**src/rtl/bcd_score_display_if.sv**
```systemverilog
// Game-logic side of the BCD score display: score events in, score/flags and
// multiplexed seven-segment drive out. Width follows the DIGITS parameter.
interface bcd_score_display_if #(
  parameter int DIGITS = 4
);
  logic                  score_valid;
  logic [3:0]            score_amt;
  logic                  clear;
  logic                  game_end;
  logic [4*DIGITS-1:0]   score_bcd;
  logic                  overflow;
  logic [DIGITS-1:0]     select;
  logic [6:0]            seg;

  modport master (
    output score_valid, score_amt, clear, game_end,
    input  score_bcd, overflow, select, seg
  );

  modport slave (
    input  score_valid, score_amt, clear, game_end,
    output score_bcd, overflow, select, seg
  );
endinterface

```
**src/rtl/bcd_score_display.sv**
```systemverilog
// Packed-BCD score accumulator with a scanned common-anode seven-segment bank.
// Define BCD_SCORE_SATURATE_EN to saturate at all-9s on overflow instead of wrapping.
module bcd_score_display #(
  parameter int DIGITS   = 4,
  parameter int SCAN_DIV = 17,
  parameter int LZ_BLANK = 1
) (
  input  logic                 clk,
  input  logic                 rst_n,
  bcd_score_display_if.slave   bus
);

  localparam int IDX_W = (DIGITS > 1) ? $clog2(DIGITS) : 1;

  logic [4*DIGITS-1:0] score_q, score_d;
  logic                overflow_q, overflow_d;
  logic [SCAN_DIV-1:0] presc_q;
  logic [IDX_W-1:0]    idx_q;
  logic [DIGITS-1:0]   select_q;
  logic [6:0]          seg_q;

  logic [3:0]          amt_clamped;
  logic [DIGITS:0]     carry;
  logic [4*DIGITS-1:0] sum_bcd;
  logic [DIGITS:1]     upper_zero;
  logic [DIGITS-1:0]   sel_d;
  logic [3:0]          cur_digit;
  logic                cur_blank;
  logic [6:0]          seg_d;
  logic                presc_wrap;

  function automatic logic [6:0] seg_decode(input logic [3:0] d);
    logic [6:0] s;
    case (d)
      4'd0:    s = 7'h40;
      4'd1:    s = 7'h79;
      4'd2:    s = 7'h24;
      4'd3:    s = 7'h30;
      4'd4:    s = 7'h19;
      4'd5:    s = 7'h12;
      4'd6:    s = 7'h02;
      4'd7:    s = 7'h78;
      4'd8:    s = 7'h00;
      4'd9:    s = 7'h10;
      default: s = 7'h7F;
    endcase
    return s;
  endfunction

  assign amt_clamped   = (bus.score_amt > 4'd9) ? 4'd9 : bus.score_amt;
  assign carry[0]      = 1'b0;
  assign upper_zero[DIGITS] = 1'b1;

  // One BCD adder cell per digit; only digit 0 receives the amount, the rest ripple the carry.
  genvar gi;
  generate
    for (gi = 0; gi < DIGITS; gi++) begin : g_digit
      logic [3:0] addend;
      logic [4:0] raw;
      assign addend = (gi == 0) ? amt_clamped : 4'd0;
      assign raw    = {1'b0, score_q[4*gi +: 4]} + {1'b0, addend} + {4'd0, carry[gi]};
      assign carry[gi+1] = (raw > 5'd9);
      assign sum_bcd[4*gi +: 4] = carry[gi+1] ? 4'(raw - 5'd10) : raw[3:0];
      assign sel_d[gi] = (idx_q != IDX_W'(gi));
    end
    for (gi = 1; gi < DIGITS; gi++) begin : g_lz
      assign upper_zero[gi] = upper_zero[gi+1] & (score_q[4*gi +: 4] == 4'd0);
    end
  endgenerate

`ifdef BCD_SCORE_SATURATE_EN
  logic [4*DIGITS-1:0] nines;
  generate
    for (gi = 0; gi < DIGITS; gi++) begin : g_nines
      assign nines[4*gi +: 4] = 4'd9;
    end
  endgenerate
`endif

  always_comb begin
    score_d    = score_q;
    overflow_d = overflow_q;
    if (bus.clear) begin
      score_d    = '0;
      overflow_d = 1'b0;
    end else if (!bus.game_end && bus.score_valid) begin
      score_d = sum_bcd;
      if (carry[DIGITS]) begin
        overflow_d = 1'b1;
`ifdef BCD_SCORE_SATURATE_EN
        score_d = nines;
`endif
      end
    end
  end

  always_ff @(posedge clk or negedge rst_n) begin
    if (!rst_n) begin
      score_q    <= '0;
      overflow_q <= 1'b0;
    end else begin
      score_q    <= score_d;
      overflow_q <= overflow_d;
    end
  end

  assign presc_wrap = &presc_q;

  always_ff @(posedge clk or negedge rst_n) begin
    if (!rst_n) begin
      presc_q <= '0;
      idx_q   <= '0;
    end else begin
      presc_q <= presc_q + SCAN_DIV'(1);
      if (presc_wrap) begin
        idx_q <= (idx_q == IDX_W'(DIGITS - 1)) ? '0 : idx_q + IDX_W'(1);
      end
    end
  end

  // Digit 0 is never blanked, so the search starts at position 1.
  always_comb begin
    cur_digit = score_q[3:0];
    cur_blank = 1'b0;
    for (int i = 1; i < DIGITS; i++) begin
      if (idx_q == IDX_W'(i)) begin
        cur_digit = score_q[4*i +: 4];
        cur_blank = (LZ_BLANK != 0) && upper_zero[i];
      end
    end
  end

  assign seg_d = cur_blank ? 7'h7F : seg_decode(cur_digit);

  always_ff @(posedge clk or negedge rst_n) begin
    if (!rst_n) begin
      select_q <= '1;
      seg_q    <= 7'h7F;
    end else begin
      select_q <= sel_d;
      seg_q    <= seg_d;
    end
  end

  assign bus.score_bcd = score_q;
  assign bus.overflow  = overflow_q;
  assign bus.select    = select_q;
  assign bus.seg       = seg_q;

endmodule

```
**src/flat_wrapper.sv**
```systemverilog
// flat-port wrapper written by rule: the top's interface ports become plain ports
module bcd_score_display_flat 
#(
  parameter int DIGITS   = 4,
  parameter int SCAN_DIV = 17,
  parameter int LZ_BLANK = 1
)
  (clk, rst_n, bus_score_valid, bus_score_amt, bus_clear, bus_game_end, bus_score_bcd, bus_overflow, bus_select, bus_seg);
  bcd_score_display_if #(.DIGITS(DIGITS)) bus_i ();
  input  logic clk;
  input  logic rst_n;
  input wire logic [$bits(bus_i.score_valid)-1:0] bus_score_valid;
  input wire logic [$bits(bus_i.score_amt)-1:0] bus_score_amt;
  input wire logic [$bits(bus_i.clear)-1:0] bus_clear;
  input wire logic [$bits(bus_i.game_end)-1:0] bus_game_end;
  output wire logic [$bits(bus_i.score_bcd)-1:0] bus_score_bcd;
  output wire logic [$bits(bus_i.overflow)-1:0] bus_overflow;
  output wire logic [$bits(bus_i.select)-1:0] bus_select;
  output wire logic [$bits(bus_i.seg)-1:0] bus_seg;
  assign bus_i.score_valid = bus_score_valid;
  assign bus_i.score_amt = bus_score_amt;
  assign bus_i.clear = bus_clear;
  assign bus_i.game_end = bus_game_end;
  assign bus_score_bcd = bus_i.score_bcd;
  assign bus_overflow = bus_i.overflow;
  assign bus_select = bus_i.select;
  assign bus_seg = bus_i.seg;
  bcd_score_display #(.DIGITS(DIGITS), .SCAN_DIV(SCAN_DIV), .LZ_BLANK(LZ_BLANK)) u_core (.clk(clk), .rst_n(rst_n), .bus(bus_i));
endmodule
```
**config.mk**
```make
export PLATFORM = sky130hd
export DESIGN_NAME = bcd_score_display_flat
export DESIGN_NICKNAME = d
export VERILOG_FILES = /design/src/rtl/bcd_score_display_if.sv /design/src/rtl/bcd_score_display.sv /design/src/flat_wrapper.sv
export SDC_FILE = /design/constraint.sdc
export NUM_CORES = 1
export LEC_CHECK = 0
export ABC_AREA = 0
export ABC_CLOCK_PERIOD_IN_PS = 5820
export CAP_MARGIN = 20
export CORE_MARGIN = 2
export CORE_UTILIZATION = 50
export CTS_CLUSTER_DIAMETER = 200
export DETAILED_ROUTE_END_ITERATION = 8
export PLACE_DENSITY_LB_ADDON = 0.3
export SYNTH_ARGS = -nofsm -noshare
export SYNTH_HDL_FRONTEND = slang
export SYNTH_SLANG_ARGS = --single-unit
export TNS_END_PERCENT = 1
```
**constraint.sdc**
```tcl
create_clock -name clk -period 5.82 [get_ports clk]
set_input_delay 1.164 -clock clk [delete_from_list [all_inputs] [get_ports clk]]
set_output_delay 1.164 -clock clk [all_outputs]
set_load 0.02 [all_outputs]
```
## Word-level counts from Yosys, hierarchy flattened

Memories as Yosys holds them, arrays and structs flattened.
Cells that the tools add are included.

| operators by class | value |
|---|---|
| add/subtract/negate cells | 10 |
| multipliers | 0 |
| divide/modulo/power cells | 0 |
| magnitude comparators | 5 |
| eq/ne operators | 6 |
| shift-type cells | 0 |
| mux-type cells | 18 |
| bitwise logic cells | 2 |
| reductions and logical operators | 10 |

Operators by type and width:

| kind | count |
|---|---|
| $mux W16 | 2 |
| $mux W4 | 8 |
| $gt A5 B4 Y1 const B | 4 |
| $add A17 B1 Y17 const B | 1 |
| $reduce_and A17 Y1 | 1 |
| $sub A4 B4 Y4 const B | 4 |
| $add A4 B1 Y5 | 3 |
| $logic_not A4 Y1 | 3 |
| $mux W7 | 1 |
| $mux W1 | 6 |
| $reduce_bool A2 Y1 | 3 |
| $add A4 B4 Y5 | 1 |
| $eq A2 B2 Y1 const B | 2 |
| $gt A4 B4 Y1 const B | 1 |
| $ne A2 B2 Y1 const B | 2 |
| $add A2 B1 Y2 const B | 1 |
| $and A1 B1 Y1 | 2 |
| $eq A2 B1 Y1 const B | 1 |
| $mux W2 | 1 |
| $ne A2 B1 Y1 const B | 1 |
| $reduce_and A2 Y1 | 1 |
| $logic_and A1 B1 Y1 | 1 |
| $logic_not A1 Y1 | 1 |

| storage, ports and cells | value |
|---|---|
| bits in registers | 47 |
| bits in latches | 0 |
| memory bits (writable) | 0 |
| memory bits (read-only) | 112 |
| input port bits | 9 |
| memories | 1 |

Memory list:

| memory | depth | bits a word | read ports | clocked after Yosys merged registers in | write ports | line | RTL |
|---|---|---|---|---|---|---|---|
| (no name shown) | 16 | 7 | 1 | 0 | 0 | bcd_score_display.sv:34 | `case (d)` |

## Depth between registers and ports, before layout

| depth | value |
|---|---|
| word-level depth | 13 |
| mapped depth | 28 |
| mapped depth without buffers | 26 |

## Worst setup path after synthesis

Ideal clock, no wire load.

| path | value |
|---|---|
| kind | input to register |
| start point | input bus_score_amt[2] |
| end point | register u_core.score_q[14], in the netlist u_core.bus.score_bcd[14] |
| setup time | 0.066 ns |
| arrival | 6.082 ns |
| required time | 5.754 ns |
| path slack | -0.328 ns |
| stages on the path | 26 |
| cell sequence | o21ai_0 -> nand2b_1 -> ha_1 -> inv_1 -> fa_1 -> xor2_1 -> nand2_1 -> a21o_1 -> ha_1 -> ha_1 -> nand2b_1 -> a31oi_1 -> nor3_2 -> ha_1 -> ha_1 -> clkbuf_1 -> or3_1 -> o211a_1 -> ha_1 -> ha_1 -> xnor2_1 -> ha_1 -> and3_1 -> o31a_1 -> o32ai_2 -> a22o_1 |

| between the ends | value |
|---|---|
| longest elaborated chain between the ends | 13 |
| elaborated cells on any way between the ends | 14 |
| classes of those cells | 5 x add/sub; 5 x order compare; 4 x mux |

Ends and longest elaborated chain:

| item | line | RTL |
|---|---|---|
| start, declared | flat_wrapper.sv:13 | `input wire logic [$bits(bus_i.score_amt)-1:0] bus_score_amt;` |
| $gt A4 B4 Y1 | bcd_score_display.sv:50 | `assign amt_clamped = (bus.score_amt > 4'd9) ? 4'd9 : bus.score_amt;` |
| $mux W4 * | bcd_score_display.sv:50 |  |
| $add A4 B4 Y5 * | bcd_score_display.sv:61 | `assign raw = {1'b0, score_q[4*gi +: 4]} + {1'b0, addend} + {4'd0, carry[gi]};` |
| $gt A5 B4 Y1 * | bcd_score_display.sv:62 | `assign carry[gi+1] = (raw > 5'd9);` |
| $add A4 B1 Y5 * | bcd_score_display.sv:61 |  |
| $gt A5 B4 Y1 * | bcd_score_display.sv:62 |  |
| $add A4 B1 Y5 * | bcd_score_display.sv:61 |  |
| $gt A5 B4 Y1 * | bcd_score_display.sv:62 |  |
| $add A4 B1 Y5 * | bcd_score_display.sv:61 |  |
| $sub A4 B4 Y4 or $gt A5 B4 Y1 (tied branches) | bcd_score_display.sv:63, bcd_score_display.sv:62 |  |
| $mux W4 * | bcd_score_display.sv:63 | `assign sum_bcd[4*gi +: 4] = carry[gi+1] ? 4'(raw - 5'd10) : raw[3:0];` |
| $mux W16 * | bcd_score_display.sv:86 | `end else if (!bus.game_end && bus.score_valid) begin` |
| $mux W16 * | bcd_score_display.sv:83 | `if (bus.clear) begin` |
| end signal, assigned | bcd_score_display.sv:102 | `score_q <= score_d;` |
| end, declared | bcd_score_display.sv:15 | `logic [4*DIGITS-1:0] score_q, score_d;` |

Mark *: on every way between the ends. The rest lies on a longest branch, timed or not. The select of a mux whose other input is x is not followed.
A chain may end at the register's enable or synchronous reset.

## Worst setup path after layout

| path | value |
|---|---|
| start point | input bus_score_amt[1] |
| end point | register u_core.score_q[3], in the netlist u_core.bus.score_bcd[3] |

| between the ends | value |
|---|---|
| longest elaborated chain between the ends | 7 |
| elaborated cells on any way between the ends | 8 |
| classes of those cells | 2 x add/sub; 2 x order compare; 4 x mux |

Ends and longest elaborated chain:

| item | line |
|---|---|
| $gt A4 B4 Y1 | bcd_score_display.sv:50 |
| $mux W4 * | bcd_score_display.sv:50 |
| $add A4 B4 Y5 * | bcd_score_display.sv:61 |
| $sub A4 B4 Y4 or $gt A5 B4 Y1 (tied branches) | bcd_score_display.sv:63, bcd_score_display.sv:62 |
| $mux W4 * | bcd_score_display.sv:63 |
| $mux W16 * | bcd_score_display.sv:86 |
| $mux W16 * | bcd_score_display.sv:83 |

Marked as above.

==> results.txt <==
----------------------------------------------------
[Outcome]
  Outcome ... finished, violations left
  Violations in the final reports ... negative setup slack

[Floorplan]
  Rows ... 27
  Total die area ... 0.00649 mm2
  Horizontal extent of the die ... 80.6 um
  Effective utilization at floorplan ... 52.6%
  Count of pins on the block boundary ... 37
  Chip height ... 80.6 um
  CORE AREA ... 0.00557 mm2

[Yosys]
  Post-Syn Area ... 0.00293 mm2
  Cells after Synth ... 298
  Seq/Total Area, Yosys ... 40.6%
  Simple-gate area share of the yosys netlist ... 16.6%
  Warnings from Yosys ... 0
  XOR/XNOR share of the synthesized area ... 7.77%
  Share of synthesized cell area in full adder, half adder and majority cells ... 11.4%
  Synth Register Bits ... 47
  Avg Synthesized Cell Area ... 9.83 um2
  Async S/R FF share, synth ... 100%
  Predominant post-synthesis flop cell ... dfrtp_1
  Combinational family with the most area after synthesis ... simple AND/OR/NAND/NOR gates
  Area fraction in compound gates after synthesis ... 14.7%
  Distinct cell type count of the synthesized netlist ... 55
  Proportion of synthesized area in mux cells ... 3.46%
  Count of flip-flops with a built-in enable after synthesis ... 0
  Net count after synthesis ... 333

[STA]
  Top achievable clock speed ... 172 MHz
  Worst Skew ... 0.0149 ns
  Total Neg Setup Slack ... -0.0105 ns
  Final period demand of the worst path ... 5.83 ns
  Worst slew margin relative to its limit ... 33.0%
  Slew @ Worst Pin ... 1.00 ns
  Final number of max-transition violations ... 0
  Final hold violations ... 0
  Final setup fails ... 1
  Final worst-path cycle share ... 100%
  Final setup slack of the worst path ... -0.0105 ns
  Post-Route Hold Slack ... 0.477 ns

[Drt]
  Wirelength, routed ... 7310 um
  Detailed-route vias per instance ... 5.58
  Routed Antenna Nets ... 0
  Iteration count of the initial detailed-routing pass ... 4
  Residual DRC ... 0
  Vias after detailed routing ... 2,562
  Detailed router's first-iteration violation count ... 101
  Average wire per cell in the routed design ... 15.9 um

[GRT]
  Pin count of the biggest net entering global routing ... 48
  First-pass GRT wire length ... 12,300 um
  Global router's overall resource usage ... 25.0%
  Number of global-route vias before repair ... 2,580
  Remaining Overflow, GRT ... 0
  Initial antenna violation count ... 0

[Pwr]
  Total power density per cell area ... 193 mW/mm2
  Static Leakage ... 1.85 nW
  Total power consumption of the routed design ... 774 uW
  Peak VDD IR ... 0.000118 V

[Clock network]
  Clock tree from TritonCTS ... built
  Bufs on Longest Clock Path ... 2
  Level count of the clock H-tree ... 2
  Number of clock sinks ... 47
  Post-CTS clock slew at the launch and capture registers of the worst setup and hold paths ... 0.10 ns
  Clock insertion delay at the later pin of the skew report ... 0.31 ns
  CTS Buf Count ... 5
  Root Buffer Master ... clkbuf_8

[Finish]
  Share of post-route cells with drive strength above 1 ... 29.5%
  Area grow syn2layout ... 37.1%
  Final Net Count ... 421
  Count of non-filler cells in the finished layout ... 459
  Final cell utilization of the core ... 72.1%
  Leading cell types in the layout, fill and taps excluded ... buf_4 (57), dfrtp_1 (36), clkdlybuf4s50_1 (31), inv_1 (21)
  Post-layout instance area ... 0.00402 mm2
  Most frequent standard cell in the layout excluding fill and tap cells ... buf_4
  Diode insertion count for antenna repair ... 0

[Setup path]
  Maximum cell stage delay along the critical path ... 0.22 ns
  Worst Path Required ... 6.03 ns
  Arrival time worst endpoint ... 6.04 ns
  Highest fanout seen on the critical path ... 2
  Worst path most repeated cell ... buf_4
  CP Launch Type ... input port
  CP max-delay cell ... fa_2
  Type of element capturing the critical path ... register
  Kind of critical path ... input port to register

[Placed design]
  Worst-case setup slack after placement ... -0.415 ns
  Placed instance area ... 0.00357 mm2
  I/O Buffers ... 36
  Number of placed instances, taps included ... 419
  Routability congestion estimate from global placement ... 0.855
  Post-detail-place hpwl ... 4530 um

[Hold path]
  Min-Delay Path Class ... register to register

[Job]
  Count of max-cap constraint violations ... 0

----------------------------------------------------
-- report_power, final --
group	internal (mW)	switching, mW
Combinational	0.118	0.0964
Sequential	0.342	0.00683
Clock	0.0983	0.113
-- routing by layer --
layer | wire length, um | global-route usage, % | vias up
li1 | - | - | 1216
met1 | 3030 | 29.9 | 1221
met2 | 3560 | 41.6 | 88
met3 | 323 | 4.16 | 37
met4 | 390 | 16.1 | 0
met5 | 0 | 0 | -
-- area by class of cell --
cell class / instances / area [um2]
multi-input combinational: 214 / 1760
fill: 376 / 1560
sequential: 47 / 1190
timing repair buffer: 94 / 791
inverter: 24 / 90.1
tap: 72 / 90.1
clock buffer: 7 / 86.3
clock inverter: 1 / 8.76
-- synthesized netlist by cell type, types with 7 or more instances --
master	instances	share of area, %
dfrtp_1	36	31
ha_1	25	11
inv_1	24	3.1
xnor2_1	19	5.7
nor2_1	17	2.2
nand2_1	16	2.0
o21ai_0	16	2.7
nand3_1	14	2.4
a21oi_1	11	1.9
dfstp_2	11	9.9
mux2i_1	9	3.1
nand2b_1	8	1.7
xor2_1	7	2.1
-- worst max-delay path, delay by kind of cell --
kind | cells | cell delay, ns
muxes | 1 | 0.09
adders and majority gates | 2 | 0.38
AOI/OAI and AO/OA | 2 | 0.35
buffers and inverters | 29 | 3.53
and+or+nand+nor | 3 | 0.30
xor gates and xnor gates | 1 | 0.21
-- repair_timing --
action | in CTS | in global routing
hold buffers | 0 | 0
pin swaps | 11 | 4
gates resized for setup | 19 | 13
buffers inserted | 29 | 2
hold endpoints to repair | 0 | 0
setup endpoints to repair | 2 | 4
-- logic make-up (layout without fill, tap and decap cells) --
| family | Yosys count | count (layout) |
|---|---|---|
| buf+inv | 37 | 126 |
| flops | 47 | 47 |
| fa+ha+maj | 26 | 26 |
| simple gates | 91 | 91 |
| compound gates | 61 | 61 |
| mux | 10 | 10 |
| xor+xnor | 26 | 26 |
-- registers in the layout, summed over array words and instances (netlist names) --
| name | count |
|---|---|
| u_core.bus.overflow | 1 |
| u_core.bus.select | 4 |
| u_core.bus.score_bcd | 16 |
| u_core.bus.seg | 7 |
| u_core.idx_q | 2 |
| u_core.presc_q | 17 |
-- path summary, 6_finish.rpt --
path	startpoint	end	slack, ns	cells after the start
min	u_core.presc_q[14]$_DFF_PN0_	u_core.presc_q[14]$_DFF_PN0_	0.48	1
max	bus_score_amt[1]	u_core.bus.score_bcd[3]$_DFFE_PN0P_	-0.01	38
max in group asynchronous	rst_n	u_core.bus.seg[5]$_DFF_PN1_	4.64	2
min reg2reg	u_core.presc_q[14]$_DFF_PN0_	u_core.presc_q[14]$_DFF_PN0_	0.48	1
max reg2reg	u_core.bus.score_bcd[0]$_DFFE_PN0P_	u_core.bus.score_bcd[3]$_DFFE_PN0P_	0.64	35
min in group asynchronous	rst_n	u_core.bus.score_bcd[1]$_DFFE_PN0P_	0.66	1
No activity file was read; power rests on OpenSTA's default activity.
